**src/rtl/cpu_pkg.sv**
```systemverilog
// Shared encodings for the load/store controller: access sizes, FSM states
// and the request legality check used when a request is accepted.
package cpu_pkg;

    // Access size encodings as presented on the size port
    localparam logic [1:0] SZ_BYTE = 2'd0;
    localparam logic [1:0] SZ_HALF = 2'd1;
    localparam logic [1:0] SZ_WORD = 2'd2;
    localparam logic [1:0] SZ_RSVD = 2'd3;

    // FSM state encodings
    localparam logic [1:0] ST_IDLE = 2'd0;
    localparam logic [1:0] ST_RD   = 2'd1;
    localparam logic [1:0] ST_WR   = 2'd2;
    localparam logic [1:0] ST_RSP  = 2'd3;

    typedef enum logic [1:0] {
        IDLE = ST_IDLE,
        RD   = ST_RD,
        WR   = ST_WR,
        RSP  = ST_RSP
    } lsu_state_t;

    // A request is rejected when it is misaligned for its size or uses the
    // reserved size code.
    function automatic logic req_bad(input logic [1:0] sz, input logic [1:0] off);
        logic bad;
        case (sz)
            SZ_BYTE: bad = 1'b0;
            SZ_HALF: bad = off[0];
            SZ_WORD: bad = (off != 2'b00);
            default: bad = 1'b1;
        endcase
        return bad;
    endfunction

endpackage

```
**src/rtl/lsu_lane.sv**
```systemverilog
// Combinational byte-lane helper. With merge=0 it extracts the addressed
// byte/half/word from 'word' and sign- or zero-extends it; with merge=1 it
// returns 'word' with the addressed byte/half replaced from the low bits of
// 'data' (a word-sized merge simply returns 'data').
module lsu_lane
    import cpu_pkg::*;
(
    input  logic        merge,
    input  logic [31:0] word,
    input  logic [1:0]  offset,
    input  logic [1:0]  size,
    input  logic        sext,
    input  logic [31:0] data,
    output logic [31:0] result
);

    logic [7:0]  byte_sel;
    logic [15:0] half_sel;
    logic [31:0] ext;
    logic [31:0] mrg;

    // Lane select, extension and merge; alignment is guaranteed upstream,
    // so the half lane only looks at offset[1].
    always_comb begin
        byte_sel = word[{offset, 3'b000} +: 8];
        half_sel = offset[1] ? word[31:16] : word[15:0];
        ext      = word;
        mrg      = data;
        case (size)
            SZ_BYTE: begin
                ext = {{24{sext & byte_sel[7]}}, byte_sel};
                mrg = word;
                mrg[{offset, 3'b000} +: 8] = data[7:0];
            end
            SZ_HALF: begin
                ext = {{16{sext & half_sel[15]}}, half_sel};
                mrg = word;
                mrg[{offset[1], 4'b0000} +: 16] = data[15:0];
            end
            default: ;
        endcase
        result = merge ? mrg : ext;
    end

endmodule

```
**src/rtl/lsu_ctrl.sv**
```systemverilog
// Load/store controller in front of a word-wide, byte-addressed data memory.
// Loads read one word and extract a lane; sub-word stores read the word,
// merge the new lane and write it back; word stores write directly.
// Illegal requests complete with err and never touch memory.
module lsu_ctrl
    import cpu_pkg::*;
#(
    parameter int          ADDR_W      = 32,
    parameter logic [31:0] RESET_RDATA = 32'h0000_0000
) (
    input  logic              clk,
    input  logic              reset,
    input  logic              req,
    input  logic              st,
    input  logic [1:0]        size,
    input  logic              sext,
    input  logic [ADDR_W-1:0] addr,
    input  logic [31:0]       wdata_in,
    output logic              ready,
    output logic              busy,
    output logic              done,
    output logic              err,
    output logic [31:0]       rdata_out,
    output logic [ADDR_W-1:0] mem_addr,
    input  logic [31:0]       mem_rdata,
    output logic              mem_we,
    output logic [31:0]       mem_wdata
);

    lsu_state_t        state, state_nxt;
    logic              st_q;
    logic [1:0]        size_q;
    logic              sext_q;
    logic [ADDR_W-1:0] addr_q;
    logic [31:0]       wdata_q;
    logic              err_q;
    logic [31:0]       merge_q;
    logic [31:0]       lane_ext;
    logic [31:0]       lane_mrg;
    logic              accept;
    logic              bad;

    assign accept = (state == IDLE) && req;
    assign bad    = req_bad(size, addr[1:0]);

    // Extract path: picks the load lane out of the word being read
    lsu_lane u_extract (
        .merge  (1'b0),
        .word   (mem_rdata),
        .offset (addr_q[1:0]),
        .size   (size_q),
        .sext   (sext_q),
        .data   (wdata_q),
        .result (lane_ext)
    );

    // Merge path: folds the store lane into the word being read
    lsu_lane u_merge (
        .merge  (1'b1),
        .word   (mem_rdata),
        .offset (addr_q[1:0]),
        .size   (size_q),
        .sext   (sext_q),
        .data   (wdata_q),
        .result (lane_mrg)
    );

    // State register
    always_ff @(posedge clk or posedge reset) begin
        if (reset) state <= IDLE;
        else       state <= state_nxt;
    end

    // Next-state decode
    always_comb begin
        state_nxt = state;
        case (state)
            IDLE: begin
                if (req) begin
                    if (bad)                       state_nxt = RSP;
                    else if (!st || size != SZ_WORD) state_nxt = RD;
                    else                           state_nxt = WR;
                end
            end
            RD:      state_nxt = st_q ? WR : RSP;
            WR:      state_nxt = RSP;
            default: state_nxt = IDLE;
        endcase
    end

    // Request capture at accept time
    always_ff @(posedge clk or posedge reset) begin
        if (reset) begin
            st_q    <= 1'b0;
            size_q  <= SZ_BYTE;
            sext_q  <= 1'b0;
            addr_q  <= '0;
            wdata_q <= '0;
            err_q   <= 1'b0;
        end else if (accept) begin
            st_q    <= st;
            size_q  <= size;
            sext_q  <= sext;
            addr_q  <= addr;
            wdata_q <= wdata_in;
            err_q   <= bad;
        end
    end

    // Write-data register: the full store word on a word store, or the
    // read-merged word during RD of a sub-word store.
    always_ff @(posedge clk or posedge reset) begin
        if (reset) begin
            merge_q <= '0;
        end else if (accept && st && size == SZ_WORD) begin
            merge_q <= wdata_in;
        end else if (state == RD && st_q) begin
            merge_q <= lane_mrg;
        end
    end

    // Load result; only a completed load updates it, errors leave it alone
    always_ff @(posedge clk or posedge reset) begin
        if (reset)                     rdata_out <= RESET_RDATA;
        else if (state == RD && !st_q) rdata_out <= lane_ext;
    end

    // Outputs decoded from state so a reset drops mem_we immediately
    always_comb begin
        ready     = (state == IDLE);
        busy      = ~ready;
        done      = (state == RSP);
        err       = done & err_q;
        mem_we    = (state == WR);
        mem_wdata = merge_q;
        mem_addr  = {addr_q[ADDR_W-1:2], 2'b00};
    end

endmodule

```
**config.mk**
```make
export PLATFORM = sky130hd
export DESIGN_NAME = lsu_ctrl
export DESIGN_NICKNAME = d
export VERILOG_FILES = /design/src/rtl/cpu_pkg.sv /design/src/rtl/lsu_lane.sv /design/src/rtl/lsu_ctrl.sv
export SDC_FILE = /design/constraint.sdc
export NUM_CORES = 1
export LEC_CHECK = 0
export ABC_CLOCK_PERIOD_IN_PS = 4200
export CAP_MARGIN = 5
export CORE_UTILIZATION = 30
export DETAILED_ROUTE_END_ITERATION = 12
export PLACE_DENSITY = 0.53
export SKIP_CTS_REPAIR_TIMING = 1
export SLEW_MARGIN = 20
export SYNTH_ARGS = -nofsm -noshare
export SYNTH_HDL_FRONTEND = slang
export SYNTH_HIERARCHICAL = 1
export SYNTH_SLANG_ARGS = --single-unit
```
**constraint.sdc**
```tcl
create_clock -name clk -period 4.2 [get_ports clk]
set_input_delay 0.63 -clock clk [delete_from_list [all_inputs] [get_ports clk]]
set_output_delay 0.63 -clock clk [all_outputs]
set_load 0.03 [all_outputs]
```
==> metrics.txt, run 1 <==
Worst VDD drop 440 uV; die height 185 um; ys async rst share 100%; max cap viols 0; first-pass iteration count of the detailed router 5; routed length per instance between 20 and 25 um; Setup TNS 0 ps; largest net degree at the start of global routing 98; post-synth cell types 77; Critical path buffers and inverters 1; power per cell area 871 nW/um2; initial antenna violation count 0; Total Die Area 34200 um2; Syn Inst Count 1000; critical path type reg2reg; Synth top area share between 30% and 40%; number of synthesized flops with an enable pin 0; largest stage delay on the critical path 1110 ps; YS warnings 6; Stages on worst setup path 6; Overall Global Routing Usage 22.4%; crit path DAT 3320 ps; Clock power frac 14.4%; die width between 150 and 200 um; global route total overflow 0; fin crit period 3000 ps; Netlist Area Pre-Place 10000 um2; first-pass GRT wire length 56.8 mm; Final GP Congestion 0.886; Max-slew headroom 27.0%; Crit path required time 4520 ps; clock sink total 135; P_leak 0.00507 uW; final net count 1255; main flop type after synthesis dfrtp_1; CTS Root Cell clkbuf_16; Max Transition Viols Final 0; final hold viol count 0; Vias/cell 5.70; Switching Share 47.3%; Tcrit/Tclk final 71.4%; Worst-path clk slew approximately 70 ps; Final Core Density 39.0%; CP dominant cell by count mux2_2; setup violators final 0; sequential share of the synthesized area 33.7%; status finished, final reports clean; Fillers about 3300; CP startpoint kind register; Sw Pwr roughly 5300 uW; routed vias 9078; RSZ-0062 raised after global routing no; # IOs 204; Fin Clk Skew around 9 ps; Slowest-stage cell, CP dfrtp_4; core area 32700 um2; cell taking the most area after synthesis dfrtp_1; FF+latch count, synth 135; Critical Path Sink Type register; drt drc 0; Worst Path Max Fanout 97; logic gate share of total power between 50% and 60%; Worst Tran Pin Value 1090 ps; WHS Path Cells 2; synth-to-layout area growth 27.3%; Clock Tree Buf Depth 2; Pint around 5900 uW; Post-DP HPWL 25.7 mm; syn avg cell area 10.0 um2; Peak Freq roughly 330 MHz; Reg power frac 27.0%; TritonCTS clock tree done; Hold Path Class reg2reg; Initial Util 30.7%; clock latency on the worst-skew pair 440 ps; Min Hold Slack just under 500 ps; total CTS buffers 17; final wirelength 37.8 mm; most area-consuming cells after synthesis dfrtp_1, mux2_2, a22o_1; I/O Buffers 201; H-tree levels 4; Crit path max-delay family flip-flops; ANT cells 0; Design Power around 11000 uW; Iter 0 DRT Violations 835; Post-DRT Antenna Nets 0; Worst R2R Path Depth 6; share of cells above drive strength 1 23.4%; vias in the first global route approximately 9000; CP cell instances nor2_1, buf_4, a221oi_1, a31oi_1, mux2_2, mux2_2; Site Rows 66
-- cells in the final DEF (no fill, tap or decap), drive strengths merged, types with 6 or more instances in the layout --
master and instances:
a211oi 7, a21boi 8, a21o 9, a21oi 49
a221oi 43, a22o 51, a22oi 29, a31oi 7
a32oi 17, buf 22, clkbuf 18, clkdlybuf4s50 201
clkinv 8, conb 6, dfrtp 135, ha 14
inv 37, mux2 164, mux2i 36, nand2 110
nand2b 13, nand3 23, nor2 8, nor3 13
o211ai 20, o21ai 18, o221ai 7, o22ai 10
or2 10
-- power by group through the flow --
stage	registers [uW]	logic, uW	clock network (uW)
detailed placement	2990	6420	0
CTS	2980	6450	1640
global placement	2990	6360	0
global route	3080	6950	1690
floorplan	3050	4300	0
finish	3010	6510	1600
-- path summary, 6_finish.rpt --
| check | startpoint | to | slack (ps) |
|---|---|---|---|
| setup / recovery | size_q[1]$_DFFE_PP0N_ | mem_wdata[5]$_DFFE_PP0P_ | 1200 |
| hold / removal | err_q$_DFFE_PP0N_ | err_q$_DFFE_PP0N_ | 490 |
| setup reg to reg | size_q[1]$_DFFE_PP0N_ | mem_wdata[5]$_DFFE_PP0P_ | 1200 |
| hold reg to reg | err_q$_DFFE_PP0N_ | err_q$_DFFE_PP0N_ | 490 |
| max in group asynchronous | reset | rdata_out[14]$_DFFE_PP0P_ | 2640 |
| min in group asynchronous | reset | addr_q[27]$_DFFE_PP0N_ | 600 |
-- per-stage QoR --
step                instances  setup WS [ps]  instance area (um2)
floorplan                1004           1420                10000
global placement         1561           1260                12200
detailed placement       1561           1290                12200
CTS                      1592           1270                12800
global route             1592           1070                12800
finish                   1592           1200                12800
-- cell type report --
type	count	area (um2)	area share, %
Multi-Input combinational cell	723	5880	46.1
Sequential cell	135	3380	26.5
Timing Repair Buffer	223	2190	17.2
Tap cell	442	553	4.33
Clock buffer	18	439	3.44
Clock inverter	13	170	1.33
Inverter	38	146	1.15
-- synthesized netlist by cell type (all sizes together), types with 9 or more instances --
library cell    n
mux2          164
dfrtp         135
nand2         110
buf            78
a22o           51
a21oi          49
a221oi         43
mux2i          36
inv            34
clkbuf         30
a22oi          29
nand3          23
o211ai         20
o21ai          18
a32oi          17
ha             14
nand2b         13
nor3           13
o22ai          10
or2            10
a21o            9
-- routing by layer --
metal / track usage [%] / share of wire, % / vias to the layer above
met5: 0 / 0 / -
met4: 8.86 / 3.3 / 0
met3: 6.19 / 9.1 / 91
met2: 36.1 / 46 / 487
met1: 28.4 / 41 / 4473
li1: - / - / 4027
-- worst register-to-register path: stages, from the launching register on --
cell      delay, ps
dfrtp_4        1110
nor2_1          510
buf_4           340
a221oi_1        320
a31oi_1          90
mux2_2          270
mux2_2          260
-- registers in the layout, indices dropped and copies added (netlist names) --
register / flops
addr_q: 32
mem_wdata: 32
rdata_out: 32
wdata_q: 32
size_q: 2
state: 2
err_q: 1
sext_q: 1
st_q: 1
-- logic make-up after synthesis --
logic type	after synthesis	synth area share, %
other	2	0.0749
muxes	200	22.0
AOI/OAI and AO/OA	294	23.8
DFF	135	33.7
adders and majority gates	14	1.75
and+or+nand+nor	209	10.8
buffers and inverters	146	7.86
(Power assumes the default switching activity.)
==> inputs of run 2 (changes only) <==
--- a/config.mk
+++ b/config.mk
@@ -5,11 +5,11 @@
 export SDC_FILE = /design/constraint.sdc
 export NUM_CORES = 1
 export LEC_CHECK = 0
-export ABC_CLOCK_PERIOD_IN_PS = 4200
+export ABC_CLOCK_PERIOD_IN_PS = 2900
 export CAP_MARGIN = 5
 export CORE_UTILIZATION = 30
 export DETAILED_ROUTE_END_ITERATION = 12
-export PLACE_DENSITY = 0.53
+export PLACE_DENSITY = 0.51
 export SKIP_CTS_REPAIR_TIMING = 1
 export SLEW_MARGIN = 20
 export SYNTH_ARGS = -nofsm -noshare
==> constraint.sdc (replaced) <==
create_clock -name clk -period 2.9 [get_ports clk]
set_input_delay 0.435 -clock clk [delete_from_list [all_inputs] [get_ports clk]]
set_output_delay 0.435 -clock clk [all_outputs]
set_load 0.03 [all_outputs]
==> metrics.txt, run 2 (same netlist as run 1, synthesis figures left out) <==
CP startpoint kind register; total CTS buffers 17; Worst-path clk slew 60 ps; max cap viols 0; final hold viol count 0; initial antenna violation count 0; first-pass GRT wire length 56.6 mm; largest stage delay on the critical path 530 ps; TritonCTS clock tree done; clock sink total 135; setup violators final 0; Post-DP Area 12400 um2; Total Die Area 34200 um2; FF-to-FF setup slack 230 ps; H-tree levels 4; final non-filler cell area ~13000 um2; power per cell area roughly 1200 nW/um2; CTS Root Cell clkbuf_16; clock latency on the worst-skew pair 440 ps; core area between 30000 and 40000 um2; Site Rows 66; Max Transition Viols Final 0; status finished, final reports clean; routed length per instance 23.2 um; RSZ-0062 raised after global routing no; Min Hold Slack 439 ps; Max-slew headroom around a quarter; Worst Path Max Fanout 21; Overall Global Routing Usage 22.4%; Setup TNS 0 ps; Worst VDD drop 622 uV; commonest non-fill, non-tap cell in the layout clkdlybuf4s50_1; final net count 1287; Hold Path Class in2async; Clock Tree Buf Depth 2; Crit path required time 3220 ps; Vias/cell about 5.6; global route total overflow 0; vias in the first global route 9071; fin crit period 2670 ps; commonest non-fill, non-tap cells in the layout clkdlybuf4s50_1, mux2_2, dfrtp_1; worst r2r src addr_q[1]$_DFFE_PP0N_; die height about 180 um; largest net degree at the start of global routing 79; CP cell instances buf_4, mux2i_1, o22ai_2, a31oi_2, a32oi_1, mux2_2; Initial Util between 30 and 40%; Post-DP HPWL about 27 mm; R2R Path End rdata_out[11]$_DFFE_PP0P_; Tcrit/Tclk final between 90% and 100%; drt drc 0; Fin Clk Skew 8.37 ps; crit path DAT 3000 ps; Critical Path Sink Type register; die width about 180 um; I/O Buffers between 200 and 250; Slowest-stage cell, CP dfrtp_2; final wirelength about 38 mm; share of cells above drive strength 1 25.6%; Iter 0 DRT Violations about 760; routed vias 9149; Final GP Congestion ~0.90; Worst R2R Path Depth 6; first-pass iteration count of the detailed router 5; Worst Tran Pin Value 1100 ps; # IOs 204; synth-to-layout area growth 29.6%; P_leak 0.00521 uW; Peak Freq 374 MHz; critical path type reg2reg; Post-DRT Antenna Nets 0
## run 2: routing by layer
metal	vias to the layer above	track usage [%]	part of all wire (%)
li1	4096	-	-
met4	0	8.10	2.7
met3	61	5.39	7.4
met2	430	36.2	47
met5	-	0	0
met1	4562	28.9	43
## run 2: final cells by class
cell class	count	area, um2
Tap cell	442	553
Multi-Input combinational cell	723	5890
Timing Repair Buffer	255	2440
Sequential cell	135	3380
Clock inverter	14	140
Inverter	38	146
Antenna cell	1	2.50
Fill cell	3315	19700
Clock buffer	18	439
## run 2: critical path, delay by kind of cell (launching register included)
kind            cells  cell delay (ps)
mux                 2              760
flops               1              530
buf+inv             1              380
compound gates      3              870
## run 2: where the power goes
part | switching, uW | internal [uW] | total (uW)
Sequential | 1290 | 2860 | 4140
Clock | 943 | 1230 | 2170
Combinational | 5400 | 4370 | 9760
## run 2: how the worst max path moves through the flow
stage | start | end | slack (ps)
after floorplan | addr_q[1]$_DFFE_PP0N_ | mem_wdata[15]$_DFFE_PP0P_ | 120
after global placement | mem_rdata[7] | rdata_out[11]$_DFFE_PP0P_ | 260
after detailed placement | mem_rdata[7] | rdata_out[11]$_DFFE_PP0P_ | 260
after CTS | addr_q[1]$_DFFE_PP0N_ | rdata_out[11]$_DFFE_PP0P_ | 280
after global routing | addr_q[1]$_DFFE_PP0N_ | rdata_out[8]$_DFFE_PP0P_ | 140
final | addr_q[1]$_DFFE_PP0N_ | rdata_out[11]$_DFFE_PP0P_ | 230
## run 2: stage by stage
stage,std cells,total power [uW],worst slack (ps),util [%]
2_1_floorplan,1004,10600,118,-
3_3_place_gp,1593,13700,259,37.9
3_5_place_dp,1593,13800,261,37.9
4_1_cts,1625,16000,285,39.7
5_1_grt,1625,17000,136,39.7
6_report,1626,16100,228,39.7
